===== config.mk =====
export PLATFORM = sky130hd
export DESIGN_NAME = fft_rotator_sched
export DESIGN_NICKNAME = d
export VERILOG_FILES = /design/src/rtl/fft_pkg.sv /design/src/rtl/fft_tw_index.sv /design/src/rtl/fft_rotator_sched.sv
export SDC_FILE = /design/constraint.sdc
export NUM_CORES = 1
export LEC_CHECK = 0
export ABC_AREA = 0
export ABC_CLOCK_PERIOD_IN_PS = 5140
export BUFFER_PORTS_ARGS = -buffer_cell sky130_fd_sc_hd__buf_2
export CAP_MARGIN = 20
export CORE_MARGIN = 1.5
export CORE_UTILIZATION = 45
export CTS_CLUSTER_SIZE = 20
export DETAILED_ROUTE_END_ITERATION = 6
export HOLD_SLACK_MARGIN = 0.1
export PLACE_DENSITY = 0.74
export SLEW_MARGIN = 20
export SYNTH_ARGS = -nofsm -noshare
export SYNTH_HDL_FRONTEND = slang
export SYNTH_HIERARCHICAL = 1
export SYNTH_SLANG_ARGS = --single-unit

===== constraint.sdc =====
create_clock -name clk -period 5.14 [get_ports clk]
set_clock_uncertainty 0.1 [all_clocks]
set_input_delay 0.257 -clock clk [delete_from_list [all_inputs] [get_ports clk]]
set_output_delay 0.257 -clock clk [all_outputs]
set_load 0.02 [all_outputs]

===== src/rtl/fft_pkg.sv =====
// Shared definitions for the radix-2 DIF FFT rotator sequencer: default sizing,
// sequencer state encoding and derived port widths.
package fft_pkg;

    localparam int LOG2N_DEF   = 4;
    localparam int ROT_LAT_DEF = 3;

    typedef enum logic [1:0] {
        IDLE  = 2'd0,
        RUN   = 2'd1,
        DRAIN = 2'd2,
        DONE  = 2'd3
    } state_t;

    function automatic int tw_width(input int log2n);
        return log2n - 1;
    endfunction

    function automatic int stage_width(input int log2n);
        return (log2n > 1) ? $clog2(log2n) : 1;
    endfunction

endpackage


===== src/rtl/fft_tw_index.sv =====
// Combinational twiddle lookup: maps (stage, sample) to the W_N^k index and the
// W^0 bypass flag for the DIF butterfly schedule.
module fft_tw_index
    import fft_pkg::*;
#(
    parameter  int LOG2N = LOG2N_DEF,
    localparam int TW    = tw_width(LOG2N),
    localparam int SW    = stage_width(LOG2N)
) (
    input  logic [SW-1:0]    stage,
    input  logic [LOG2N-1:0] sample,
    output logic [TW-1:0]    tw_idx,
    output logic             tw_bypass
);

    localparam logic [LOG2N-1:0] HALF_BIT = LOG2N'(1) << (LOG2N - 1);
    localparam logic [TW-1:0]    LOW_ONES = '1;

    // The half-span bit of the sample selects the lower butterfly leg; the bits
    // below it give the offset within the group, scaled by 2^stage.
    always_comb begin
        tw_bypass = ~|(sample & (HALF_BIT >> stage));
        if (tw_bypass) begin
            tw_idx = '0;
        end else begin
            tw_idx = (sample[TW-1:0] & (LOW_ONES >> stage)) << stage;
        end
    end

endmodule


===== src/rtl/fft_rotator_sched.sv =====
// Frame sequencer for the shared twiddle rotator: walks LOG2N stages of N beats,
// drains the rotator pipeline between stages and reports frame completion.
module fft_rotator_sched
    import fft_pkg::*;
#(
    parameter  int LOG2N   = LOG2N_DEF,
    parameter  int ROT_LAT = ROT_LAT_DEF,
    localparam int TW      = tw_width(LOG2N),
    localparam int SW      = stage_width(LOG2N)
) (
    input  logic             clk,
    input  logic             rst,
    input  logic             start,
    input  logic             abort,
    input  logic             rot_ready,
    output logic             rot_trig,
    output logic             tw_valid,
    output logic [TW-1:0]    tw_idx,
    output logic             tw_bypass,
    output logic [SW-1:0]    stage_idx,
    output logic [LOG2N-1:0] sample_idx,
    output logic             busy,
    output logic             done
);

    localparam int DW = (ROT_LAT > 1) ? $clog2(ROT_LAT) : 1;

    localparam logic [LOG2N-1:0] SAMPLE_LAST = '1;
    localparam logic [SW-1:0]    STAGE_LAST  = SW'(LOG2N - 1);
    localparam logic [DW-1:0]    DRAIN_LAST  = DW'(ROT_LAT - 1);

    state_t            state, state_next;
    logic [SW-1:0]     stage, stage_next;
    logic [LOG2N-1:0]  sample, sample_next;
    logic [DW-1:0]     drain_cnt, drain_next;
    logic [TW-1:0]     idx_next;
    logic              bypass_next;
    logic              run_next;

    always_ff @(posedge clk or posedge rst) begin
        if (rst) begin
            state     <= IDLE;
            stage     <= '0;
            sample    <= '0;
            drain_cnt <= '0;
        end else begin
            state     <= state_next;
            stage     <= stage_next;
            sample    <= sample_next;
            drain_cnt <= drain_next;
        end
    end

    always_comb begin
        state_next  = state;
        stage_next  = stage;
        sample_next = sample;
        drain_next  = drain_cnt;
        if (abort) begin
            state_next  = IDLE;
            stage_next  = '0;
            sample_next = '0;
            drain_next  = '0;
        end else begin
            case (state)
                IDLE: begin
                    if (start) begin
                        state_next  = RUN;
                        stage_next  = '0;
                        sample_next = '0;
                    end
                end
                RUN: begin
                    if (rot_ready) begin
                        if (sample == SAMPLE_LAST) begin
                            state_next = DRAIN;
                            drain_next = '0;
                        end else begin
                            sample_next = sample + 1'b1;
                        end
                    end
                end
                DRAIN: begin
                    if (drain_cnt == DRAIN_LAST) begin
                        drain_next = '0;
                        if (stage == STAGE_LAST) begin
                            state_next = DONE;
                        end else begin
                            state_next  = RUN;
                            stage_next  = stage + 1'b1;
                            sample_next = '0;
                        end
                    end else begin
                        drain_next = drain_cnt + 1'b1;
                    end
                end
                DONE: begin
                    state_next  = IDLE;
                    stage_next  = '0;
                    sample_next = '0;
                end
                default: begin
                    state_next = IDLE;
                end
            endcase
        end
    end

    assign run_next = (state_next == RUN);

    fft_tw_index #(
        .LOG2N(LOG2N)
    ) u_tw_index (
        .stage     (stage_next),
        .sample    (sample_next),
        .tw_idx    (idx_next),
        .tw_bypass (bypass_next)
    );

    // Outputs are registered from the next-state view, so they line up with the
    // state they describe while still coming straight from flops.
    always_ff @(posedge clk or posedge rst) begin
        if (rst) begin
            rot_trig   <= 1'b0;
            tw_valid   <= 1'b0;
            tw_idx     <= '0;
            tw_bypass  <= 1'b0;
            stage_idx  <= '0;
            sample_idx <= '0;
            busy       <= 1'b0;
            done       <= 1'b0;
        end else begin
            rot_trig   <= run_next && (state != RUN);
            tw_valid   <= run_next;
            tw_idx     <= run_next ? idx_next : '0;
            tw_bypass  <= run_next && bypass_next;
            stage_idx  <= stage_next;
            sample_idx <= sample_next;
            busy       <= (state_next != IDLE);
            done       <= (state_next == DONE);
        end
    end

endmodule


==> results_tabular.tex, run 1 <==
\begin{tabular}{lr}
\hline
Metric & Value \\
\hline
\multicolumn{2}{l}{\textbf{Setup path}} \\
\quad Data required time at the worst endpoint & 5.27 ns \\
\quad Element type at the critical path end & flop \\
\quad Dominant delay contributor by cell family on the critical path & simple AND/OR/NAND/NOR gates \\
\quad Cell Chain, Critical Path & nand2b\_1 -> a31oi\_1 -> nor2\_1 -> nor3\_1 -> mux4\_2 -> inv\_1 -> inv\_1 -> nor2\_1 \\
\quad Crit path max-delay cell type & sky130\_fd\_sc\_hd\_\_nor3\_1 \\
\quad Critical path arrival & 2.72 ns \\
\quad Startpoint Class & flop \\
\quad Longest individual stage delay on the worst path & 0.60 ns \\
\quad Bufs and invs on worst path & 2 \\
\quad Worst setup path class & flop to flop \\
\quad Worst-path maximum fanout & 13 \\
\multicolumn{2}{l}{\textbf{Power and ir drop}} \\
\quad Standby leakage power & 0.531 nW \\
\quad Int Pwr & 0.197 mW \\
\quad Power per unit of standard cell area & 236 mW/mm\^{}2 \\
\quad Share of power burned in the clock network & 34.2\% \\
\quad Switching fraction of total power & 25.6\% \\
\quad Worst VDD drop & 0.000131 V \\
\quad Power share of the combinational group & 10.0\% \\
\quad Total net switching power & 0.0676 mW \\
\quad Part of the total power dissipated in sequential elements & 55.8\% \\
\multicolumn{2}{l}{\textbf{Clock tree}} \\
\quad Largest buffer count on any clock path & 2 \\
\quad \# H-tree levels & 1 \\
\quad CTS tree & yes \\
\quad Clk Tree Root Cell & sky130\_fd\_sc\_hd\_\_clkbuf\_4 \\
\quad Number of sinks driven by the clock tree & 18 \\
\quad Post-cts gate resize count & 0 \\
\quad Clock Latency Late Sink & 0.31 ns \\
\quad Number of clock buffers inserted by TritonCTS & 3 \\
\quad Clock-pin slew of the registers on the worst-case setup and hold paths & 0.11 ns \\
\multicolumn{2}{l}{\textbf{Timing}} \\
\quad Unrepaired setup endpoints after global routing & no \\
\quad Final critical-path share of the clock period & 50.4\% \\
\quad Relative slew margins & 51.5\% \\
\quad Smallest hold slack & 0.175 ns \\
\quad Final hold vios & 0 \\
\quad Max Transition Viols Final & 0 \\
\quad Slew @ Worst Pin & 0.723 ns \\
\quad Setup Total Neg Slack & 0 ns \\
\quad Fmax & 386 MHz \\
\quad Period minus WS final & 2.59 ns \\
\quad Final setup violating endpoints & 0 \\
\multicolumn{2}{l}{\textbf{Floorplanning}} \\
\quad Die width & 49.5 um \\
\quad Height of the chip & 49.5 um \\
\quad Initial core utilization & 48.6\% \\
\quad Area of the core & 0.00200 mm\^{}2 \\
\quad Die ar. & 0.00245 mm\^{}2 \\
\quad Number of placement rows & 16 \\
\quad Number of placed I/O pins & 19 \\
\multicolumn{2}{l}{\textbf{Placement}} \\
\quad Number of cells after detailed placement & 148 \\
\quad Post-detailed-placement half-perimeter wirelength & 1450 um \\
\quad Count of input and output buffers & 18 \\
\quad Final weighted congestion in routability-driven placement & 0.883 \\
\multicolumn{2}{l}{\textbf{Yosys}} \\
\quad Most used flip-flop cell after synthesis & sky130\_fd\_sc\_hd\_\_dfrtp\_1 \\
\quad Largest cells by area after synthesis & sky130\_fd\_sc\_hd\_\_dfrtp\_1, sky130\_fd\_sc\_hd\_\_nor2\_1, sky130\_fd\_sc\_hd\_\_a21oi\_1, sky130\_fd\_sc\_hd\_\_o21ai\_0, sky130\_fd\_sc\_hd\_\_inv\_1 \\
\quad Largest area contributor in the netlist & sky130\_fd\_sc\_hd\_\_dfrtp\_1 \\
\quad EDFF count, synth & 0 \\
\quad Synth warn & 6 \\
\quad Number of different library cells in the post-synthesis netlist & 37 \\
\quad Post-synthesis instance area & 972 um\^{}2 \\
\quad Area fraction of the dominant cell type after synthesis & 46.3\% \\
\quad Post-Syn Instances & 106 \\
\quad Most frequent cells after synthesis & sky130\_fd\_sc\_hd\_\_dfrtp\_1, sky130\_fd\_sc\_hd\_\_nor2\_1, sky130\_fd\_sc\_hd\_\_a21oi\_1, sky130\_fd\_sc\_hd\_\_inv\_1, sky130\_fd\_sc\_hd\_\_o21ai\_0 \\
\quad Post-synth net total & 112 \\
\quad Most frequent cell after synthesis & sky130\_fd\_sc\_hd\_\_dfrtp\_1 \\
\quad Syn Area/Cell & 9.17 um\^{}2 \\
\quad Share of flip-flops with an asynchronous set or reset after synthesis & 100\% \\
\quad Flop and latch count out of synthesis & 18 \\
\quad Sequential-to-total area share from yosys stat & 46.3\% \\
\multicolumn{2}{l}{\textbf{Global routing}} \\
\quad First-pass GRT wire length & 3620 um \\
\quad Remaining global-route overflow & 0 \\
\quad Maximum number of pins on one net before global-route repair & 19 \\
\quad Overall routing resource usage & 19.6\% \\
\quad Number of global-route vias before repair & 806 \\
\quad Antenna violations before repair & 0 \\
\multicolumn{2}{l}{\textbf{Routing}} \\
\quad Count of TritonRoute iterations in the first routing pass & 4 \\
\quad Number of nets with antenna violations after routing & 0 \\
\quad Starting DRC count in detailed routing & 11 \\
\quad DRT Wirelength & 2060 um \\
\quad Total via count in the routed design & 832 \\
\quad Wire per inst & 13.4 um \\
\quad Final routed DRC violation total & 0 \\
\quad Number of vias per cell after detailed routing & 5.44 \\
\multicolumn{2}{l}{\textbf{Worst hold path}} \\
\quad Type of the tightest min-delay check & input pin to flop \\
\multicolumn{2}{l}{\textbf{Job}} \\
\quad Count of max-cap constraint violations & 0 \\
\multicolumn{2}{l}{\textbf{Finish}} \\
\quad Final-layout fill cell count & 188 \\
\quad Count of placed standard cells in the final layout, fillers left out & 153 \\
\quad Number of nets in the finished design & 133 \\
\quad Fraction of final layout cells sized beyond drive strength 1 & 22.2\% \\
\quad Diodes inserted & 0 \\
\quad Area growth, synth to finish & 15.4\% \\
\multicolumn{2}{l}{\textbf{Run status}} \\
\quad Result of the run & finished clean \\
\hline
\end{tabular}
[worst reg2reg max path: cells and delay by family (launching register included)]
family	cells	cell delay, ns
AO/OA/AOI/OAI	1	0.19
buffers and inverters	2	0.11
flip-flops	1	0.52
multiplexers	1	0.59
AND/OR/NAND/NOR	4	1.01
[sequential cells by signal, summed over array words and instances (netlist names)]
| name | flops |
|---|---|
| sample_idx | 4 |
| tw_bypass | 1 |
| tw_idx | 3 |
| drain_cnt | 2 |
| tw_valid | 1 |
| stage_idx | 2 |
| state | 2 |
| busy | 1 |
| done | 1 |
| rot_trig | 1 |
[kinds of logic (layout without fill, tap and decap cells)]
group,count (synthesis),count (layout),share of synthesized area [%]
AO/OA/AOI/OAI,27,27,17.1
adder cells (fa/ha/maj),1,1,1.29
buffers and inverters,14,34,6.31
flip-flops,18,18,46.3
multiplexers,2,2,3.35
AND/OR/NAND/NOR,44,44,25.6
[final timing paths]
check / from / end / slack, ns / cells after the start
max: state[0] / tw_bypass / 2.55 / 8
min: abort / state[1] / 0.17 / 2
max reg2reg: state[0] / tw_bypass / 2.55 / 8
min reg2reg: drain_cnt[1] / drain_cnt[1] / 0.49 / 1
max in group asynchronous: rst / sample_idx[0] / 4.03 / 3
min in group asynchronous: rst / stage_idx[0] / 0.47 / 3
[repair_timing]
| item | CTS | global route |
|---|---|---|
| endpoints found under the hold margin | 18 | 0 |
| hold buffers | 1 | 0 |
| buffers inserted | 0 | 0 |
[cell type report]
type	instances	area (um^2)	share of cell area (%)
clock buffer	4	36.3	3.23
inverter	11	41.3	3.68
multi-input combinational	74	460	41.0
sequential	18	450	40.1
tap	27	33.8	3.01
timing repair buffer	19	100	8.92
[placed cells by master, fill, tap and decap left out]
master and n:
sky130_fd_sc_hd__and2b_1 1, sky130_fd_sc_hd__dfrtp_1 18, sky130_fd_sc_hd__a31oi_1 2, sky130_fd_sc_hd__nor2_1 15
sky130_fd_sc_hd__a211oi_1 1, sky130_fd_sc_hd__inv_2 1, sky130_fd_sc_hd__nand2b_1 4, sky130_fd_sc_hd__inv_1 10
sky130_fd_sc_hd__ha_1 1, sky130_fd_sc_hd__nand3_1 4, sky130_fd_sc_hd__nand4_1 2, sky130_fd_sc_hd__and4_1 1
sky130_fd_sc_hd__nand3b_1 1, sky130_fd_sc_hd__and2b_4 1, sky130_fd_sc_hd__dlygate4sd3_1 1, sky130_fd_sc_hd__nor2b_1 3
sky130_fd_sc_hd__and4bb_2 1, sky130_fd_sc_hd__or2_2 1, sky130_fd_sc_hd__a32o_1 1, sky130_fd_sc_hd__o21ai_0 9
sky130_fd_sc_hd__and3_1 1, sky130_fd_sc_hd__a22o_1 1, sky130_fd_sc_hd__clkbuf_4 3, sky130_fd_sc_hd__mux2i_1 1
sky130_fd_sc_hd__mux4_2 1, sky130_fd_sc_hd__nand2_1 2, sky130_fd_sc_hd__a21oi_1 10, sky130_fd_sc_hd__clkbuf_8 1
sky130_fd_sc_hd__or4_1 1, sky130_fd_sc_hd__and4b_1 1, sky130_fd_sc_hd__buf_2 18, sky130_fd_sc_hd__nand4b_1 1
sky130_fd_sc_hd__o221ai_2 1, sky130_fd_sc_hd__nor3b_1 1, sky130_fd_sc_hd__nor3_1 2, sky130_fd_sc_hd__a221oi_1 1
sky130_fd_sc_hd__and2_1 1, sky130_fd_sc_hd__a311oi_1 1
[metal layers]
| layer | up-vias | global-route usage [%] | routed length (um) |
|---|---|---|---|
| li1 | 414 | - | - |
| met1 | 388 | 27.1 | 975 |
| met2 | 23 | 29.1 | 940 |
| met3 | 7 | 3.03 | 79 |
| met4 | 0 | 11.6 | 61 |
| met5 | - | 0 | 0 |
[power by group through the flow]
stage	Clock [mW]	Sequential [mW]	Combinational [mW]
2_1_floorplan	0	0.153	0.0155
3_3_place_gp	0	0.150	0.0253
3_5_place_dp	0	0.151	0.0258
4_1_cts	0.0939	0.148	0.0265
5_1_grt	0.101	0.148	0.0295
6_report	0.0905	0.148	0.0264
[through the flow]
stage                     instance area (um^2)  setup slack, ns  util [%]  power [mW]
final                                     1120             2.55      56.1       0.265
after global routing                      1120             2.28      56.1       0.279
after CTS                                 1120             2.55      56.1       0.268
after detailed placement                  1080             2.60      53.8       0.176
after global placement                    1080             2.72      53.8       0.175
after floorplan                            972             2.92         -       0.168
No activity file was read; power rests on OpenSTA's default activity.
==> inputs of run 2 (changes only) <==
--- a/config.mk
+++ b/config.mk
@@ -6,7 +6,7 @@
 export NUM_CORES = 1
 export LEC_CHECK = 0
 export ABC_AREA = 0
-export ABC_CLOCK_PERIOD_IN_PS = 5140
+export ABC_CLOCK_PERIOD_IN_PS = 2400
 export BUFFER_PORTS_ARGS = -buffer_cell sky130_fd_sc_hd__buf_2
 export CAP_MARGIN = 20
 export CORE_MARGIN = 1.5
==> constraint.sdc (replaced) <==
create_clock -name clk -period 2.4 [get_ports clk]
set_clock_uncertainty 0.1 [all_clocks]
set_input_delay 0.12 -clock clk [delete_from_list [all_inputs] [get_ports clk]]
set_output_delay 0.12 -clock clk [all_outputs]
set_load 0.02 [all_outputs]
==> run 2 against run 1 <==
Against the previous run: critical path depth grew 2; worst hold slack lost 0.081 ns; sequential power grew 110%; power grew 110%; core utilization grew 3.0 points; combinational power grew 130%; largest cell class unchanged.
==> results_tabular.tex, run 2 (synthesized netlist as in run 1, its figures left out) <==
\begin{tabular}{lr}
\hline
Metric & Value \\
\hline
\multicolumn{2}{l}{\textbf{Power and ir drop}} \\
\quad Power per unit of standard cell area & 479 mW/mm\^{}2 \\
\quad Standby leakage power & 0.548 nW \\
\quad Worst VDD drop & 0.000255 V \\
\quad Total power of the final layout & 0.566 mW \\
\multicolumn{2}{l}{\textbf{Finish}} \\
\quad Number of nets in the finished design & 137 \\
\quad Fraction of final layout cells sized beyond drive strength 1 & 30.0\% \\
\quad Area growth, synth to finish & 21.6\% \\
\quad Number of flip-flops in the largest register & 4 \\
\quad Most used cells in the layout excluding fill and tap cells & sky130\_fd\_sc\_hd\_\_buf\_2, sky130\_fd\_sc\_hd\_\_dfrtp\_1, sky130\_fd\_sc\_hd\_\_nor2\_1 \\
\quad Diodes inserted & 0 \\
\quad Registers with the most flip-flops & sample\_idx: 4 flops, tw\_idx: 3 flops \\
\quad Final-layout fill cell count & 193 \\
\quad Most common cell after layout, fill and taps aside & sky130\_fd\_sc\_hd\_\_buf\_2 \\
\quad Largest register by flop count & sample\_idx \\
\multicolumn{2}{l}{\textbf{Routing}} \\
\quad Number of vias per cell after detailed routing & 5.53 \\
\quad Starting DRC count in detailed routing & 28 \\
\quad Wire per inst & 14.3 um \\
\quad Count of TritonRoute iterations in the first routing pass & 4 \\
\quad Final routed DRC violation total & 0 \\
\quad DRT Wirelength & 2240 um \\
\quad Number of nets with antenna violations after routing & 0 \\
\quad Total via count in the routed design & 868 \\
\multicolumn{2}{l}{\textbf{Timing}} \\
\quad Final critical-path share of the clock period & 94.6\% \\
\quad Final setup violating endpoints & 0 \\
\quad Setup Total Neg Slack & 0 ns \\
\quad Relative slew margins & 55.5\% \\
\quad Slew @ Worst Pin & 0.666 ns \\
\quad Unrepaired setup endpoints after global routing & no \\
\quad Max Transition Viols Final & 0 \\
\quad Fmax & 441 MHz \\
\quad Final setup margin & 0.130 ns \\
\quad Final hold vios & 0 \\
\quad Period minus WS final & 2.27 ns \\
\multicolumn{2}{l}{\textbf{Worst hold path}} \\
\quad Cell depth of the worst min-delay path & 3 \\
\quad Type of the tightest min-delay check & input pin to flop \\
\multicolumn{2}{l}{\textbf{Clock tree}} \\
\quad Largest buffer count on any clock path & 2 \\
\quad Number of sinks driven by the clock tree & 18 \\
\quad CTS tree & yes \\
\quad Clock-pin slew of the registers on the worst-case setup and hold paths & 0.11 ns \\
\quad \# H-tree levels & 1 \\
\quad Clk Tree Root Cell & sky130\_fd\_sc\_hd\_\_clkbuf\_4 \\
\quad Number of clock buffers inserted by TritonCTS & 3 \\
\quad Post-CTS Setup Inserts & 0 \\
\quad Clock Latency Late Sink & 0.29 ns \\
\multicolumn{2}{l}{\textbf{Setup path}} \\
\quad Instance count on the critical path & 10 \\
\quad Startpoint of the most critical setup path & sample\_idx[0] \\
\quad Dominant delay contributor by cell family on the critical path & simple AND/OR/NAND/NOR gates \\
\quad Worst setup path class & flop to flop \\
\quad Element type at the critical path end & flop \\
\quad Crit path max-delay cell type & sky130\_fd\_sc\_hd\_\_mux4\_2 \\
\quad Data required time at the worst endpoint & 2.52 ns \\
\quad Cell type with the highest occurrence count on the critical path & sky130\_fd\_sc\_hd\_\_inv\_1 \\
\quad Bufs and invs on worst path & 3 \\
\quad End point of the critical path & tw\_bypass \\
\quad Length in cells of the worst reg-to-reg path & 10 \\
\quad R2R Path End & tw\_bypass \\
\quad Startpoint Class & flop \\
\quad Worst-path maximum fanout & 5 \\
\quad Register-to-register path setup slack & 0.13 ns \\
\quad Longest individual stage delay on the worst path & 0.46 ns \\
\quad RR Startpoint & sample\_idx[0] \\
\quad Cell Chain, Critical Path & ha\_2 -> and4\_1 -> a21oi\_1 -> or2\_2 -> a31oi\_1 -> buf\_4 -> mux4\_2 -> inv\_1 -> inv\_1 -> nor2\_1 \\
\quad Critical path arrival & 2.39 ns \\
\multicolumn{2}{l}{\textbf{Floorplanning}} \\
\quad Number of placement rows & 16 \\
\quad Area of the core & 0.00200 mm\^{}2 \\
\quad Die width & 49.5 um \\
\quad Die ar. & 0.00245 mm\^{}2 \\
\quad Initial core utilization & 48.6\% \\
\quad Height of the chip & 49.5 um \\
\quad Number of placed I/O pins & 19 \\
\multicolumn{2}{l}{\textbf{Global routing}} \\
\quad First-pass GRT wire length & 3820 um \\
\quad Maximum number of pins on one net before global-route repair & 19 \\
\quad Number of global-route vias before repair & 823 \\
\quad Overall routing resource usage & 20.4\% \\
\quad Remaining global-route overflow & 0 \\
\quad Antenna violations before repair & 0 \\
\multicolumn{2}{l}{\textbf{Placement}} \\
\quad Worst setup timing slack at the placement stage & 0.0954 ns \\
\quad Count of input and output buffers & 18 \\
\quad Final weighted congestion in routability-driven placement & 0.870 \\
\quad Post-detailed-placement half-perimeter wirelength & 1570 um \\
\multicolumn{2}{l}{\textbf{Run status}} \\
\quad Result of the run & finished clean \\
\multicolumn{2}{l}{\textbf{Job}} \\
\quad Count of max-cap constraint violations & 0 \\
\hline
\end{tabular}
-- run 2: per-stage QoR --
| stage | instances | util (%) | hold slack [ns] | cell area, um^2 |
|---|---|---|---|---|
| 3_3_place_gp | 151 | 54.9 | 0.128 | 1100 |
| 6_report | 157 | 59.1 | 0.0941 | 1180 |
| 4_1_cts | 157 | 57.7 | 0.110 | 1150 |
| 3_5_place_dp | 151 | 54.9 | 0.153 | 1100 |
| 2_1_floorplan | 106 | - | -0.0414 | 972 |
| 5_1_grt | 157 | 59.1 | 0.113 | 1180 |
-- run 2: timing repair --
action	CTS	global route
hold endpoints to repair	19	0
resized for setup	0	8
setup endpoints to repair	0	4
hold buffers	2	0
-- run 2: per-layer routing --
metal  vias up  GRT usage, %  share of wire, %
met5         -             0                 0
met4         0          5.09                 0
met3         0          3.64               4.4
met2        32          34.0                51
met1       416          27.5                44
li1        420             -                 -
-- run 2: worst min-delay path by stage --
| stage | startpoint | to | slack, ns |
|---|---|---|---|
| 2_1_floorplan | rst | busy | -0.04 |
| 3_3_place_gp | rst | tw_valid | 0.13 |
| 3_5_place_dp | rst | done | 0.15 |
| 4_1_cts | rot_ready | sample_idx[2] | 0.11 |
| 5_1_grt | rot_ready | sample_idx[2] | 0.11 |
| 6_report | rot_ready | sample_idx[2] | 0.09 |
-- run 2: power by group --
part,total [mW],switching (mW),internal [mW]
Clock,0.187,0.0947,0.0923
Sequential,0.318,0.00735,0.310
Combinational,0.0617,0.0391,0.0225
Total,0.566,0.141,0.425
-- run 2: worst register-to-register path, cell delays in order (launching register included) --
cell and delay [ns]:
sky130_fd_sc_hd__dfrtp_1 0.44, sky130_fd_sc_hd__ha_2 0.24, sky130_fd_sc_hd__and4_1 0.23, sky130_fd_sc_hd__a21oi_1 0.13, sky130_fd_sc_hd__or2_2 0.11, sky130_fd_sc_hd__a31oi_1 0.07
sky130_fd_sc_hd__buf_4 0.16, sky130_fd_sc_hd__mux4_2 0.46, sky130_fd_sc_hd__inv_1 0.08, sky130_fd_sc_hd__inv_1 0.04, sky130_fd_sc_hd__nor2_1 0.12
-- run 2: cell type report --
| class | count | area (um^2) | share of cell area, % |
|---|---|---|---|
| multi-input cells | 74 | 485 | 41.1 |
| flip-flops and latches | 18 | 453 | 38.3 |
| repair buffers | 23 | 133 | 11.2 |
| inverters | 11 | 41.3 | 3.49 |
| clock buffers | 4 | 36.3 | 3.07 |
| well taps | 27 | 33.8 | 2.86 |
==> inputs of run 3 (changes only) <==
--- a/config.mk
+++ b/config.mk
@@ -9,6 +9,7 @@
 export ABC_CLOCK_PERIOD_IN_PS = 2400
 export BUFFER_PORTS_ARGS = -buffer_cell sky130_fd_sc_hd__buf_2
 export CAP_MARGIN = 20
+export CORE_ASPECT_RATIO = 0.7
 export CORE_MARGIN = 1.5
 export CORE_UTILIZATION = 45
 export CTS_CLUSTER_SIZE = 20
==> run 3 against run 2 <==
Against the previous run: flip-flop and latch count did not move; clock-buffer cell count fell by 1; routed wire length rose by 2.3%; power fell by 5.7%; clock power fell by 18%; core utilization rose by 0.42 points; cell count fell by 3.2%; via count rose by 1.8%; highest routed layer is now met4; worst setup slack improved by 0.0057 ns; combinational power rose by 2%; final area fell by 1.8%; worst hold slack improved by 0.041 ns.
==> results_tabular.tex, run 3 (synthesized netlist as in run 1, its figures left out) <==
\begin{tabular}{lr}
\hline
Metric & Value \\
\hline
\multicolumn{2}{l}{\textbf{Routing}} \\
\quad Number of nets with antenna violations after routing & 0 \\
\quad Count of TritonRoute iterations in the first routing pass & 4 \\
\quad DRT Wirelength & 2290 um \\
\quad Final routed DRC violation total & 0 \\
\quad Total via count in the routed design & 884 \\
\quad Wire per inst & 15.1 um \\
\quad Number of vias per cell after detailed routing & 5.82 \\
\quad Starting DRC count in detailed routing & 41 \\
\multicolumn{2}{l}{\textbf{Clock tree}} \\
\quad Clk Tree Root Cell & sky130\_fd\_sc\_hd\_\_clkbuf\_4 \\
\quad Clock-pin slew of the registers on the worst-case setup and hold paths & 0.10 ns \\
\quad \# H-tree levels & 1 \\
\quad CTS tree & yes \\
\quad Number of clock buffers inserted by TritonCTS & 3 \\
\quad Clock Latency Late Sink & 0.30 ns \\
\quad Number of sinks driven by the clock tree & 18 \\
\quad Post-CTS Setup Inserts & 0 \\
\quad Largest buffer count on any clock path & 2 \\
\multicolumn{2}{l}{\textbf{Finish}} \\
\quad Count of placed standard cells in the final layout, fillers left out & 152 \\
\quad Diodes inserted & 0 \\
\quad Area growth, synth to finish & 19.4\% \\
\quad Post-route cell area & 0.00116 mm\^{}2 \\
\quad Registers with the most flip-flops & sample\_idx: 4 flops, tw\_idx: 3 flops \\
\quad Most used cells in the layout excluding fill and tap cells & sky130\_fd\_sc\_hd\_\_dfrtp\_1, sky130\_fd\_sc\_hd\_\_buf\_2, sky130\_fd\_sc\_hd\_\_nor2\_1 \\
\quad Number of nets in the finished design & 138 \\
\quad Fraction of final layout cells sized beyond drive strength 1 & 26.9\% \\
\quad Number of flip-flops in the largest register & 4 \\
\quad Final-layout fill cell count & 171 \\
\quad Largest register by flop count & sample\_idx \\
\multicolumn{2}{l}{\textbf{Global routing}} \\
\quad Overall routing resource usage & 19.6\% \\
\quad First-pass GRT wire length & 3600 um \\
\quad Remaining global-route overflow & 0 \\
\quad Antenna violations before repair & 0 \\
\quad Maximum number of pins on one net before global-route repair & 19 \\
\quad Number of global-route vias before repair & 774 \\
\multicolumn{2}{l}{\textbf{Worst hold path}} \\
\quad Type of the tightest min-delay check & input pin to flop \\
\multicolumn{2}{l}{\textbf{Power and ir drop}} \\
\quad Standby leakage power & 0.552 nW \\
\quad Power per unit of standard cell area & 460 mW/mm\^{}2 \\
\quad Worst VDD drop & 0.000231 V \\
\multicolumn{2}{l}{\textbf{Setup path}} \\
\quad Startpoint Class & flop \\
\quad Worst setup path class & flop to flop \\
\quad Element type at the critical path end & flop \\
\quad Data required time at the worst endpoint & 2.54 ns \\
\quad Crit path max-delay cell type & sky130\_fd\_sc\_hd\_\_dfrtp\_1 \\
\quad Cell type with the highest occurrence count on the critical path & sky130\_fd\_sc\_hd\_\_inv\_1 \\
\quad Cell Chain, Critical Path & nand2b\_1 -> a21oi\_2 -> o21ai\_0 -> a31oi\_1 -> buf\_4 -> mux4\_2 -> inv\_1 -> inv\_1 -> nor2\_1 \\
\quad Worst-path maximum fanout & 13 \\
\quad Critical path arrival & 2.40 ns \\
\quad Longest individual stage delay on the worst path & 0.59 ns \\
\multicolumn{2}{l}{\textbf{Floorplanning}} \\
\quad Die width & 58.6 um \\
\quad Number of placed I/O pins & 19 \\
\quad Die ar. & 0.00245 mm\^{}2 \\
\quad Initial core utilization & 49.8\% \\
\quad Height of the chip & 41.9 um \\
\quad Area of the core & 0.00195 mm\^{}2 \\
\quad Number of placement rows & 13 \\
\multicolumn{2}{l}{\textbf{Job}} \\
\quad Count of max-cap constraint violations & 0 \\
\multicolumn{2}{l}{\textbf{Timing}} \\
\quad Setup Total Neg Slack & 0 ns \\
\quad Fmax & 442 MHz \\
\quad Final setup violating endpoints & 0 \\
\quad Max Transition Viols Final & 0 \\
\quad Final hold vios & 0 \\
\quad Final setup margin & 0.136 ns \\
\quad Final critical-path share of the clock period & 94.3\% \\
\quad Slew @ Worst Pin & 0.662 ns \\
\quad Period minus WS final & 2.26 ns \\
\quad Relative slew margins & 55.8\% \\
\multicolumn{2}{l}{\textbf{Placement}} \\
\quad Final weighted congestion in routability-driven placement & 0.880 \\
\quad Count of input and output buffers & 18 \\
\quad Dpl cell area & 0.00110 mm\^{}2 \\
\quad Post-detailed-placement half-perimeter wirelength & 1520 um \\
\quad Worst setup timing slack at the placement stage & 0.171 ns \\
\quad Number of cells after detailed placement & 147 \\
\multicolumn{2}{l}{\textbf{Run status}} \\
\quad Result of the run & finished clean \\
\hline
\end{tabular}
==> run 3: cell types whose count changed in the layout (fill, tap and decap cells not counted) <==
cell / previous run / this run
sky130_fd_sc_hd__a21oi_2: 3 / 2
sky130_fd_sc_hd__a21oi_1: 7 / 8
sky130_fd_sc_hd__buf_4: 3 / 4
sky130_fd_sc_hd__ha_1: 0 / 1
sky130_fd_sc_hd__ha_2: 1 / 0
sky130_fd_sc_hd__clkbuf_8: 1 / 0
sky130_fd_sc_hd__dfrtp_2: 2 / 0
sky130_fd_sc_hd__dfrtp_1: 16 / 18
==> run 3: final cells by class <==
type	instances	area, um^2	area share (%)
inverters	11	41.3	3.56
multi-input cells	74	479	41.3
repair buffers	24	140	12.1
flip-flops and latches	18	450	38.8
well taps	22	27.5	2.37
clock buffers	3	22.5	1.94
==> run 3: worst paths after layout <==
check / from / endpoint / slack, ns / cells past startpoint
setup / recovery: state[0] / tw_bypass / 0.14 / 9
max in group asynchronous: rst / sample_idx[0] / 1.44 / 3
hold / removal: rot_ready / sample_idx[2] / 0.13 / 3
setup reg to reg: state[0] / tw_bypass / 0.14 / 9
min in group asynchronous: rst / sample_idx[3] / 0.34 / 3
hold reg to reg: drain_cnt[1] / drain_cnt[1] / 0.50 / 1
==> run 3: stage by stage <==
| stage | util, % | hold WS (ns) | power (mW) |
|---|---|---|---|
| floorplan | - | -0.0414 | 0.361 |
| global placement | 56.3 | 0.147 | 0.379 |
| detailed placement | 56.3 | 0.157 | 0.379 |
| CTS | 58.5 | 0.103 | 0.535 |
| global route | 59.5 | 0.147 | 0.558 |
| finish | 59.5 | 0.135 | 0.534 |
==> run 3: timing repair <==
action | 4_1_cts | 5_1_grt
resized for setup | 0 | 4
endpoints found under the setup margin | 0 | 3
hold buffers | 2 | 0
endpoints found under the hold margin | 20 | 0
==> run 3: layer usage <==
layer / up-vias / track usage (%) / wire length, um
met2: 38 / 27.6 / 1030
met3: 5 / 5.92 / 122
met4: 0 / 6.98 / 36
li1: 422 / - / -
met1: 419 / 28.4 / 1100
met5: - / 0 / 0
==> run 3: where the power goes <==
group,switching [mW],leakage (nW),internal (mW)
Clock,0.0956,0.0138,0.0587
Sequential,0.00689,0.244,0.310
Combinational,0.0404,0.294,0.0224
Total,0.143,0.552,0.391
==> run 3: worst max-delay path, delay by kind of cell, from the launching register on <==
| family | cells | cell delay (ns) |
|---|---|---|
| buffers and inverters | 3 | 0.27 |
| muxes | 1 | 0.44 |
| and+or+nand+nor | 2 | 0.36 |
| AOI/OAI and AO/OA | 3 | 0.43 |
| DFF | 1 | 0.59 |
